$ cat config.mk
export PLATFORM = sky130hd
export DESIGN_NAME = mc_stage_ctrl
export DESIGN_NICKNAME = d
export VERILOG_FILES = /design/src/rtl/mc_stage_ctrl.sv
export SDC_FILE = /design/constraint.sdc
export NUM_CORES = 1
export LEC_CHECK = 0
export ABC_CLOCK_PERIOD_IN_PS = 4900
export CAP_MARGIN = 30
export CORE_MARGIN = 2
export CORE_UTILIZATION = 55
export DETAILED_ROUTE_END_ITERATION = 16
export PLACE_DENSITY = 0.84
export RECOVER_POWER = 25
export SKIP_CTS_REPAIR_TIMING = 1
export SLEW_MARGIN = 20
export SYNTH_ARGS = -nofsm -noshare
export SYNTH_HDL_FRONTEND = slang
export SYNTH_SLANG_ARGS = --single-unit
$ cat constraint.sdc
create_clock -name clk -period 4.9 [get_ports clk]
set_input_delay 0.98 -clock clk [delete_from_list [all_inputs] [get_ports clk]]
set_output_delay 0.98 -clock clk [all_outputs]
set_load 0.01 [all_outputs]
$ cat src/rtl/mc_stage_ctrl.sv
// Multicycle stage controller: IRAM load, then FETCH/DECODE/EXEC/MEM/WB sequencing.
// Drives stage enables, PC write/select strobes and a retired-instruction count.
module mc_stage_ctrl #(
  parameter int LOAD_TIMEOUT = 1024,
  parameter int CNT_W        = 16
) (
  input  logic             clk,
  input  logic             rst,
  input  logic             start,
  input  logic             load_done,
  input  logic             hold,
  input  logic [2:0]       instr_class,
  input  logic             br_taken,
  input  logic             mem_ready,
  output logic             ld,
  output logic             if_en,
  output logic             id_en,
  output logic             ex_en,
  output logic             mem_en,
  output logic             wb_en,
  output logic             pc_we,
  output logic             pc_ctrl_sig,
  output logic [2:0]       state,
  output logic             halted,
  output logic             fault,
  output logic [CNT_W-1:0] retired
);

  localparam int LCW = $clog2(LOAD_TIMEOUT + 1);
  localparam logic [LCW-1:0] LCNT_MAX = LCW'(LOAD_TIMEOUT - 1);

  localparam logic [2:0] C_NOP = 3'd0;
  localparam logic [2:0] C_ALU = 3'd1;
  localparam logic [2:0] C_LD  = 3'd2;
  localparam logic [2:0] C_ST  = 3'd3;
  localparam logic [2:0] C_BR  = 3'd4;
  localparam logic [2:0] C_JMP = 3'd5;
  localparam logic [2:0] C_HLT = 3'd6;
  localparam logic [2:0] C_ILL = 3'd7;

  typedef enum logic [2:0] {
    S_IDLE   = 3'd0,
    S_LOAD   = 3'd1,
    S_FETCH  = 3'd2,
    S_DECODE = 3'd3,
    S_EXEC   = 3'd4,
    S_MEM    = 3'd5,
    S_WB     = 3'd6,
    S_HALT   = 3'd7
  } state_t;

  state_t           r_state;
  state_t           w_next;
  logic [2:0]       r_cls;
  logic [LCW-1:0]   r_lcnt;
  logic             r_fault;
  logic [CNT_W-1:0] r_retired;
  logic             w_set_fault;

  always_ff @(posedge clk) begin
    if (rst) begin
      r_state   <= S_IDLE;
      r_cls     <= 3'd0;
      r_lcnt    <= '0;
      r_fault   <= 1'b0;
      r_retired <= '0;
    end else begin
      r_state <= w_next;
      if (w_set_fault) r_fault <= 1'b1;
      if (pc_we) r_retired <= r_retired + CNT_W'(1);
      if (r_state == S_DECODE) r_cls <= instr_class;
      // Counter only runs while loading; any other state re-arms it.
      if (r_state == S_LOAD) r_lcnt <= r_lcnt + LCW'(1);
      else r_lcnt <= '0;
    end
  end

  always_comb begin
    w_next      = r_state;
    w_set_fault = 1'b0;
    ld          = 1'b0;
    if_en       = 1'b0;
    id_en       = 1'b0;
    ex_en       = 1'b0;
    mem_en      = 1'b0;
    wb_en       = 1'b0;
    pc_we       = 1'b0;
    pc_ctrl_sig = 1'b0;
    unique case (r_state)
      S_IDLE: begin
        if (start) w_next = S_LOAD;
      end
      S_LOAD: begin
        ld = 1'b1;
        if (load_done) begin
          w_next = S_FETCH;
        end else if (r_lcnt == LCNT_MAX) begin
          w_next      = S_HALT;
          w_set_fault = 1'b1;
        end
      end
      S_FETCH: begin
        if (!hold) begin
          if_en  = 1'b1;
          w_next = S_DECODE;
        end
      end
      S_DECODE: begin
        id_en = 1'b1;
        if (instr_class == C_HLT) begin
          w_next = S_HALT;
        end else if (instr_class == C_ILL) begin
          w_next      = S_HALT;
          w_set_fault = 1'b1;
        end else begin
          w_next = S_EXEC;
        end
      end
      S_EXEC: begin
        ex_en = 1'b1;
        if (r_cls == C_ALU) begin
          w_next = S_WB;
        end else if (r_cls == C_LD || r_cls == C_ST) begin
          w_next = S_MEM;
        end else begin
          // NOP, BRANCH and JUMP retire straight out of EXEC.
          pc_we       = 1'b1;
          pc_ctrl_sig = (r_cls == C_JMP) |
                        ((r_cls == C_BR) & br_taken);
          w_next      = S_FETCH;
        end
      end
      S_MEM: begin
        mem_en = 1'b1;
        if (mem_ready) begin
          if (r_cls == C_ST) begin
            pc_we  = 1'b1;
            w_next = S_FETCH;
          end else begin
            w_next = S_WB;
          end
        end
      end
      S_WB: begin
        wb_en  = 1'b1;
        pc_we  = 1'b1;
        w_next = S_FETCH;
      end
      S_HALT: begin
        w_next = S_HALT;
      end
      default: w_next = S_IDLE;
    endcase
  end

  assign state   = r_state;
  assign halted  = (r_state == S_HALT);
  assign fault   = r_fault;
  assign retired = r_retired;

endmodule

# Yosys cells after proc, flatten, opt, wreduce, memory -nomap -nowiden
# Index checks and enable logic that the tools add are counted.
[classes]
n_bitwise = 3
add_sub_neg = 2
n_eq_ne = 19
reduce_logical = 4
mux = 31
[ops]
columns = ["op", "n"]
rows = [
  ["3-bit == test, second input constant", 8],
  ["3-bit two-way mux", 8],
  ["3-bit one-hot mux with 8 select lines", 1],
  ["1-bit two-way mux", 18],
  ["16-bit by 1-bit adder with 16-bit output, second input constant", 1],
  ["3-bit by 2-bit == test with 1-bit output, second input constant", 4],
  ["11-bit by 1-bit adder with 11-bit output, second input constant", 1],
  ["11-bit by 10-bit == test with 1-bit output, second input constant", 1],
  ["3-bit by 1-bit == test with 1-bit output, second input constant", 2],
  ["2-bit != test, second input constant", 3],
  ["2-bit two-way mux", 2],
  ["4-bit AND reduction", 1],
  ["3-bit logical NOT", 1],
  ["3-bit by 2-bit != test with 1-bit output, second input constant", 1],
  ["1-bit one-hot mux with 3 select lines", 1],
  ["1-bit one-hot mux with 2 select lines", 1],
  ["2-bit OR reduction", 1],
  ["1-bit AND", 1],
  ["1-bit logical OR", 1],
  ["1-bit inverter", 1],
  ["1-bit OR", 1],
]
[word_totals]
inputBits = 10
wordCells = 64
reg_bits = 34

# Longest topological paths before layout
# Gate-level depths: netlist (run 1).
[depth]
ltp_word = 6
ltp_mapped = 6
depth_no_buf = 5

# Worst setup path before layout (run 1)
# OpenSTA, ideal clock, no wires.
[synth_path]
kind = "input to output"
startpoint = "input br_taken"
endpoint = "output pc_ctrl_sig"
required_time_ps = 3920
path_slack_ps = 2477
path_stages = 2
arrival_ps = 1443
path_cell_list = "nor2_1 > nor4b_1"
[synth_via]
elab_chain_cells = 5
[synth_lines]
columns = ["element", "line_no", "text"]
rows = [
  ["start: declaration", "13", "input logic br_taken,"],
  ["1-bit AND", "129", "((r_cls == C_BR) & br_taken);"],
  ["1-bit OR", "128", "pc_ctrl_sig = (r_cls == C_JMP) |"],
  ["1-bit two-way mux", "123", "end else if (r_cls == C_LD || r_cls == C_ST) begin"],
  ["1-bit two-way mux", "121", "if (r_cls == C_ALU) begin"],
  ["1-bit two-way mux", "89", "unique case (r_state)"],
  ["end: declaration", "22", "output logic pc_ctrl_sig,"],
]
# No other way between the ends.

# Final worst setup path (run 1)
[layout_path]
startpoint = "input mem_ready"
endpoint = "output pc_we"
[layout_via]
elab_chain_cells = 2
[layout_lines]
columns = ["element", "line_no", "text"]
rows = [
  ["start: declaration", "14", "input logic mem_ready,"],
  ["1-bit two-way mux", "135", "if (mem_ready) begin"],
  ["1-bit one-hot mux with 3 select lines", "89", ""],
  ["end: declaration", "21", "output logic pc_we,"],
]
# No other way between the ends.

==> summary.md, run 1 <==
| Metric | Value |
|---|---|
| Status | complete, no violations |
| Die Height | 62.48 um |
| Crit-path most repeated cell | clkdlybuf4s50_1 |
| Final worst-path cycle share | 77.33% |
| Total of max-cap violations | 0 |
| Final Non-Filler Cells | 296 |
| Cell Rows | 21 |
| Final Hold Viols | 0 |
| CTS buffer count | 5 |
| Total leakage power | 0.8316 nW |
| Number of routed nets with antenna violations | 0 |
| All-Layer GR Usage | 22.41% |
| Reg area | 680.7 sq um |
| CP max-delay cell | clkdlybuf4s50_1 |
| Syn avg cell area | 8.829 sq um |
| Initial DRC Count | 67 |
| Synth Cell Area | 1881 sq um |
| Leading area contributor after synthesis | dfxtp_1 |
| Post-DP Area | 2280 sq um |
| Fin area | 2375 sq um |
| CP peak stage delay | 0.56 ns |
| Critical R2R Launch | state[0]$_SDFFE_PP0P_ |
| Critical path startpoint category | input pin |
| Final net count | 261 |
| Pwr Density | 262.8 nW/um^2 |
| Final setup vio count | 0 |
| Vias | 1644 |
| Sequential share of the synthesized area | 36.19% |
| Placed instance count | 288 |
| R2R Setup Slk | 2.49 ns |
| Hold Slack | 0.4775 ns |
| Most used DFF post-synth | dfxtp_1 |
| Relative slew slack | 12.43% |
| CP Capture Type | output port |
| Cells along the critical path | clkdlybuf4s50_1 > nand3_1 > nand2_1 > clkdlybuf4s50_1 |
| Fillers | 291 |
| Post-synth top area share | 36.19% |
| Share of cells above drive strength 1 | 8.000% |
| Critical Path RT | 3.92 ns |
| Antenna diodes | 0 |
| Syn Inst Count | 213 |
| Clk_lat worst skew | 0.35 ns |
| Top post-synthesis cells by area | dfxtp_1 (36%), mux2_1 (8.4%), nor2_1 (6.8%), nor2b_1 (5.3%), a2111oi_2 (4.0%) |
| Grt total ovfl | 0 |
| DRT Pass-1 Iters | 4 |
| Setup WS pre-CTS | 1.514 ns |
| Full die area | 3903 sq um |
| Cell variety after synth | 49 |
| Sink Count | 34 |
| Post-Route WL | 3.877 mm |
| Top delay family on crit path | buffers and inverters |
| Ys Warns | 0 |
| Reg2Reg Depth | 4 |
| Synth Register Bits | 34 |
| GP Congestion | 0.8050 |
| Finished Core Util | 71.73% |
| Critical Path AT | 2.81 ns |
| Vias per cell | 5.554 |
| Buffers & Inverters on Critical Path | 2 |
| Critical path peak fanout | 17 |
| CTS tree | done |
| Post-synth EDFFs | 0 |
| Drt drc | 0 |
| Multi-input gate area | 1126 sq um |
| H-tree level count | 2 |
| Initial antenna violation count | 0 |
| Net Count, Synth | 225 |
| Vias in the first global route | 1632 |
| Die width | 62.48 um |
| Ys async rst share | 0% |
| DR WL/cell | 13.10 um |
| Slew @ Worst Pin | 1.314 ns |
| Port bufs | 38 |
| Starting Density | 56.80% |
| Pwr Total | 0.6240 mW |
| RSZ-0062 raised after global routing | false |
| Final clock skew | 0.009230 ns |
| Stages on worst setup path | 4 |
| Slew Viols, Final | 0 |
| Total negative slack | 0 ns |
| Worst setup margin | 1.111 ns |
| Hold Path Depth | 1 |
| Clock slew seen by the registers of the worst setup and hold paths | 0.11 ns |
| Area added between synthesis and finish | 26.28% |
| HP Start | r_lcnt[0]$_SDFF_PP0_ |
| Peak supply drop | 0.2108 mV |
| Worst setup path class | in -> out |
| Critical path endpoint | pc_we |
| # IOs | 39 |
| Core Area | 3311 sq um |
| Minimum clock period | 3.789 ns |
| Worst Setup SP | mem_ready |
| Worst hold path class | reg -> reg |
| Fmax achieved | 263.9 MHz |
| Clock root buffer | clkbuf_4 |
| First-pass GRT wire length | 7.134 mm |
| Largest net degree at the start of global routing | 32 |
| Clock buffer depth | 2 |
| DP HPWL | 2.696 mm |
| R2R Path End | retired[13]$_SDFFE_PP0P_ |
## cells by family (layout without fill, tap and decap cells)
| logic type | after synthesis | after routing | synth area share (%) |
|---|---|---|---|
| muxes | 17 | 17 | 9.980 |
| AOI/OAI and AO/OA | 38 | 38 | 17.30 |
| DFF | 34 | 34 | 36.19 |
| and+or+nand+nor | 101 | 101 | 28.68 |
| xor gates and xnor gates | 7 | 7 | 3.260 |
| buffers and inverters | 14 | 51 | 3.261 |
| adders and majority gates | 2 | 2 | 1.330 |
## registers in the layout, summed over array words and instances, names as in the netlist
register	flops
retired	16
r_lcnt	11
r_cls	3
state	3
fault	1
## Yosys cell counts (3+ instances only)
cell type and n:
a2111oi_2 5, a21oi_1 9, and3_1 4, buf_2 4
clkbuf_1 5, dfxtp_1 34, mux2_1 14, mux2i_1 3
nand2_1 8, nand2b_1 6, nand3_1 13, nand4_1 6
nor2_1 34, nor2b_1 16, nor3_1 3, o21ai_0 3
xor2_1 5
## how the worst min path moves through the flow
stage / end
after floorplan: r_lcnt[0]$_SDFF_PP0_
after global placement: r_lcnt[0]$_SDFF_PP0_
after detailed placement: r_lcnt[0]$_SDFF_PP0_
after CTS: r_lcnt[0]$_SDFF_PP0_
after global routing: r_lcnt[0]$_SDFF_PP0_
final: r_lcnt[0]$_SDFF_PP0_
## cell usage in the layout (no fill, tap or decap), types with 5 or more instances in the layout
cell type | netlist | routed
nand3_1 | 13 | 14
nand2b_1 | 6 | 6
nor2b_1 | 16 | 16
a2111oi_2 | 5 | 5
mux2_1 | 14 | 14
nand4_1 | 6 | 6
clkbuf_4 | 0 | 5
nand2_1 | 8 | 8
clkdlybuf4s50_1 | 0 | 37
a21oi_1 | 9 | 9
xor2_1 | 5 | 5
dfxtp_1 | 34 | 34
nor2_1 | 34 | 34
## final cells by class
cell class,instances,area share (%)
clock buffers,6,2.160
clock inverters,2,2.529
multi-input cells,165,47.42
inverters,4,0.6322
flip-flops and latches,34,28.66
repair buffers,39,16.17
well taps,46,2.424
## power breakdown
part | switching, mW | leakage (nW) | total, mW | internal [mW]
combinational | 0.0310 | 0.499 | 0.0613 | 0.0303
clock | 0.0999 | 0.0585 | 0.273 | 0.173
sequential | 0.00959 | 0.274 | 0.290 | 0.280
## routing by layer
metal | up-vias | global-route usage, % | part of all wire [%]
met5 | - | 0 | 0
met4 | 0 | 9.167 | 1.3
met3 | 5 | 5.225 | 3.9
met2 | 33 | 36.96 | 48
met1 | 768 | 28.21 | 47
li1 | 838 | - | -
Note: power is estimated with default switching activity, not from simulation.
==> run 2: changes to the inputs <==
Settings changed: ABC_CLOCK_PERIOD_IN_PS 4900 to 3860, CORE_UTILIZATION 55 to 51, PLACE_DENSITY 0.84 to 0.79.
Clock period 4.9 ns to 3.86 ns, I/O delays scaled along.
==> run 2 against run 1 <==
Effect of this change: combinational power grew 28%; total power grew 14%; largest power group unchanged; sequential cell count is the same; worst hold slack lost 0.017 ns; non-clock buffer count is the same; global-route usage shrank 2.7 points; clock skew shrank 0.0027 ns; setup slack lost 0.23 ns; count of clock-buffer cells in the layout grew 1; critical path type unchanged; largest cell class unchanged.
==> summary.md, run 2 (same netlist as run 1, synthesis figures left out) <==
| Metric | Value |
|---|---|
| Status | complete, no violations |
| R2R Setup Slk | 1.84 ns |
| Setup WS pre-CTS | 0.8826 ns |
| Worst hold path class | reg -> reg |
| All-Layer GR Usage | 19.74% |
| Pwr Density | 300.4 nW/um^2 |
| Worst setup margin | 0.8816 ns |
| First-pass GRT wire length | 6.596 mm |
| DP HPWL | 2.734 mm |
| Vias per cell | 5.601 |
| Core Area | 3606 sq um |
| Drt drc | 0 |
| Clock slew seen by the registers of the worst setup and hold paths | 0.06 ns |
| DRT Pass-1 Iters | 4 |
| Total of max-cap violations | 0 |
| CTS tree | done |
| Critical Path AT | 2.21 ns |
| Vias | 1669 |
| Full die area | 4189 sq um |
| Grt total ovfl | 0 |
| Number of routed nets with antenna violations | 0 |
| Relative slew slack | 41.31% |
| Starting Density | 52.15% |
| Final setup vio count | 0 |
| H-tree level count | 2 |
| Final worst-path cycle share | 77.16% |
| Die width | 64.73 um |
| Antenna diodes | 0 |
| Sink Count | 34 |
| Slew @ Worst Pin | 0.8775 ns |
| CP Capture Type | output port |
| Critical path peak fanout | 17 |
| Clock buffer depth | 2 |
| Fmax achieved | 335.7 MHz |
| CTS buffer count | 5 |
| Fillers | 307 |
| Minimum clock period | 2.978 ns |
| Total negative slack | 0 ns |
| Share of cells above drive strength 1 | 8.000% |
| Clk_lat worst skew | 0.28 ns |
| Slew Viols, Final | 0 |
| Finished Core Util | 65.65% |
| Peak supply drop | 0.1809 mV |
| Die Height | 64.73 um |
| Most frequent cells in the layout | nor2_1 (34), dfxtp_1 (34), clkdlybuf4s50_1 (31) |
| Final net count | 261 |
| # IOs | 39 |
| Vias in the first global route | 1455 |
| Max reg flops | 16 |
| DR WL/cell | 12.94 um |
| Area added between synthesis and finish | 25.88% |
| Initial antenna violation count | 0 |
| Final clock skew | 0.006530 ns |
| Critical path startpoint category | input pin |
| GP Congestion | 0.7778 |
| Worst setup path class | in -> out |
| RSZ-0062 raised after global routing | false |
| Post-Route WL | 3.855 mm |
| Clock root buffer | clkbuf_8 |
| Port bufs | 38 |
| Final Hold Viols | 0 |
| Largest net degree at the start of global routing | 25 |
| Cell Rows | 22 |
| Total leakage power | 0.8465 nW |
| Critical Path RT | 3.09 ns |
| Initial DRC Count | 128 |
==> run 2: cell count changes in the layout (fill, tap and decap cells not counted), sizes merged <==
cell and change:
buf +1, clkdlybuf4s50 -6, clkinv +1, dlygate4sd3 +6
bufinv -2
==> run 2: through the flow <==
| stage | power (mW) | area, sq um | instances | hold WS (ns) |
|---|---|---|---|---|
| final | 0.7110 | 2367 | 298 | 0.4607 |
| after floorplan | 0.4224 | 1881 | 213 | 0.4261 |
| after detailed placement | 0.4544 | 2282 | 290 | 0.4459 |
| after global placement | 0.4538 | 2282 | 290 | 0.4414 |
| after global routing | 0.7475 | 2367 | 298 | 0.4838 |
| after CTS | 0.7193 | 2374 | 298 | 0.4617 |
==> run 2: area by class of cell <==
cell class                 count  area (sq um)  area share, %
clock buffer                   7         86.33          3.647
clock inverter                 1         5.005         0.2114
inverter                       4         15.01         0.6342
multi-input combinational    165          1132          47.83
sequential                    34         680.7          28.75
tap                           48         60.06          2.537
timing repair buffer          39         387.9          16.38
==> run 2: path summary, 6_finish.rpt <==
| kind | from | to | cells past startpoint |
|---|---|---|---|
| worst min-delay path | r_lcnt[0]$_SDFF_PP0_ | r_lcnt[0]$_SDFF_PP0_ | 1 |
| worst max-delay path | mem_ready | pc_we | 4 |
| worst max register to register | state[0]$_SDFFE_PP0P_ | retired[11]$_SDFFE_PP0P_ | 4 |
| worst min register to register | r_lcnt[0]$_SDFF_PP0_ | r_lcnt[0]$_SDFF_PP0_ | 1 |
==> run 2: layer usage <==
layer  global-route usage [%]  vias to the layer above  part of all wire, %
met4                    5.585                        0                 0.70
met3                    4.688                        5                  4.4
met2                    32.35                       44                   48
met1                    25.84                      784                   47
met5                        0                        -                    0
li1                         -                      836                    -
==> run 2: report_power, final <==
group          total (mW)  internal [mW]  switching [mW]
Clock               0.264          0.144           0.120
Sequential          0.368          0.356          0.0123
Combinational      0.0787         0.0387          0.0400
Total               0.711          0.539           0.172
==> run 2: worst max-delay path, cell delays in order <==
cell	delay, ns
clkdlybuf4s50_1	0.53
nand3_4	0.23
nand2_1	0.13
clkdlybuf4s50_1	0.54
==> run 3: changes to the inputs <==
Settings changed: ABC_CLOCK_PERIOD_IN_PS 3860 to 3100.
Clock period 3.86 ns to 3.1 ns, I/O delays scaled along.
==> run 3 against run 2 <==
Effect of this change: cell area grew 2.5%; register-to-register slack worse by 1.1 ns; first-iteration DRC count down 20%; critical path type is now reg -> out; sequential power grew 25%.
==> summary.md, run 3 (same netlist as run 1, synthesis figures left out) <==
| Metric | Value |
|---|---|
| Status | complete, no violations |
| Die Height | 64.73 um |
| Relative slew slack | 46.88% |
| All-Layer GR Usage | 20.21% |
| # IOs | 39 |
| Vias in the first global route | 1492 |
| Switch Pwr | 0.2392 mW |
| Sink Count | 34 |
| Grt total ovfl | 0 |
| Drt drc | 0 |
| Max reg flops | 16 |
| Final worst-path cycle share | 87.65% |
| Peak supply drop | 0.3289 mV |
| Most frequent cells in the layout | clkdlybuf4s50_1 (37), nor2_1 (34), dfxtp_1 (34) |
| Critical Path AT | 2.10 ns |
| Slew Viols, Final | 0 |
| Vias per cell | 5.528 |
| Fmax achieved | 368.0 MHz |
| R2R Path End | retired[5]$_SDFFE_PP0P_ |
| Critical path peak fanout | 11 |
| Vias | 1664 |
| Largest net degree at the start of global routing | 18 |
| Pint | 0.8141 mW |
| DRT Pass-1 Iters | 4 |
| Die width | 64.73 um |
| Total leakage power | 0.8535 nW |
| Worst hold path class | reg -> reg |
| Switching share of power | 22.71% |
| First-pass GRT wire length | 6.720 mm |
| Post-Route WL | 3.874 mm |
| Number of routed nets with antenna violations | 0 |
| CP Capture Type | output port |
| RSZ-0062 raised after global routing | false |
| DP HPWL | 2.799 mm |
| Cell Rows | 22 |
| Final clock skew | 0.006142 ns |
| Share of cells above drive strength 1 | 8.300% |
| CTS buffer count | 5 |
| Min-Delay Endpoint | r_lcnt[0]$_SDFF_PP0_ |
| Total of max-cap violations | 0 |
| Area added between synthesis and finish | 29.08% |
| Full die area | 4189 sq um |
| R2R Setup Slk | 0.77 ns |
| Clock root buffer | clkbuf_8 |
| Hold Path Depth | 1 |
| Minimum clock period | 2.717 ns |
| Slew @ Worst Pin | 0.7968 ns |
| CTS tree | done |
| DR WL/cell | 12.87 um |
| Critical R2R Launch | state[1]$_SDFFE_PP0P_ |
| Clock slew seen by the registers of the worst setup and hold paths | 0.07 ns |
| Final net count | 264 |
| Initial DRC Count | 102 |
| Critical Path RT | 2.48 ns |
| GP Congestion | 0.8115 |
| Reg area | 680.7 sq um |
| HP Start | r_lcnt[0]$_SDFF_PP0_ |
| Antenna diodes | 0 |
| Pwr Density | 433.9 nW/um^2 |
| Clock buffer depth | 2 |
| Final Hold Viols | 0 |
| Reg power frac | 43.6% |
| Core Area | 3606 sq um |
| Reg2Reg Depth | 5 |
| Clock power frac | 47.1% |
| Commonest non-fill, non-tap cell in the layout | clkdlybuf4s50_1 |
| Final setup vio count | 0 |
| Multi-input gate area | 1131 sq um |
| Initial antenna violation count | 0 |
| Worst setup path class | reg -> out |
| Critical path startpoint category | flop |
| Hold Slack | 0.5064 ns |
| Fillers | 299 |
| H-tree level count | 2 |
| Starting Density | 52.15% |
| Port bufs | 38 |
| Total negative slack | 0 ns |
| Combinational power share | 9.3% |
| Clk_lat worst skew | 0.29 ns |
run 3: metrics by stage:
stage          setup WS (ns)  instances  util (%)  area, sq um  power, mW
6_report              0.3827        301     67.31         2427      1.053
5_1_grt               0.2836        301     67.31         2427      1.092
4_1_cts               0.3935        301     67.73         2442      1.064
3_5_place_dp          0.5547        293     63.91         2305     0.5680
3_3_place_gp          0.5564        293     63.91         2305     0.5666
2_1_floorplan          1.172        213         -         1881     0.5259
run 3: power by group through the flow:
stage               Combinational, mW  Sequential [mW]  Clock, mW
CTS                            0.0995            0.459      0.506
global route                    0.109            0.461      0.522
finish                         0.0977            0.459      0.496
floorplan                      0.0655            0.460          0
global placement               0.0976            0.469          0
detailed placement             0.0988            0.469          0
run 3: worst max path at each step:
stage                          startpoint  slack, ns     endpoint  cells after the start
CTS                 state[2]$_SDFFE_PP0P_       0.39  pc_ctrl_sig                      4
global route        state[2]$_SDFFE_PP0P_       0.28  pc_ctrl_sig                      4
detailed placement               br_taken       0.55  pc_ctrl_sig                      4
global placement                 br_taken       0.56  pc_ctrl_sig                      4
finish              state[2]$_SDFFE_PP0P_       0.38  pc_ctrl_sig                      4
floorplan           state[0]$_SDFFE_PP0P_       1.17  pc_ctrl_sig                      4
run 3: layout make-up:
class                      count  share of cell area, %
clock inverter                 3                  2.835
timing repair buffer          42                  16.60
sequential                    34                  28.04
multi-input combinational    165                  46.60
tap                           48                  2.474
inverter                       4                 0.6186
clock buffer                   5                  2.835
run 3: layer usage:
layer	wire [um]	vias to the layer above	track usage, %
met3	152	5	5.903
met5	0	-	0
met2	1896	28	32.22
li1	-	839	-
met4	43	0	5.585
met1	1782	792	26.54
run 3: critical path, cell delays in order, from the launching register on:
cell	delay (ns)
dfxtp_1	0.54
nand2b_1	0.16
nand2b_1	0.22
nor4b_1	0.30
clkdlybuf4s50_1	0.59
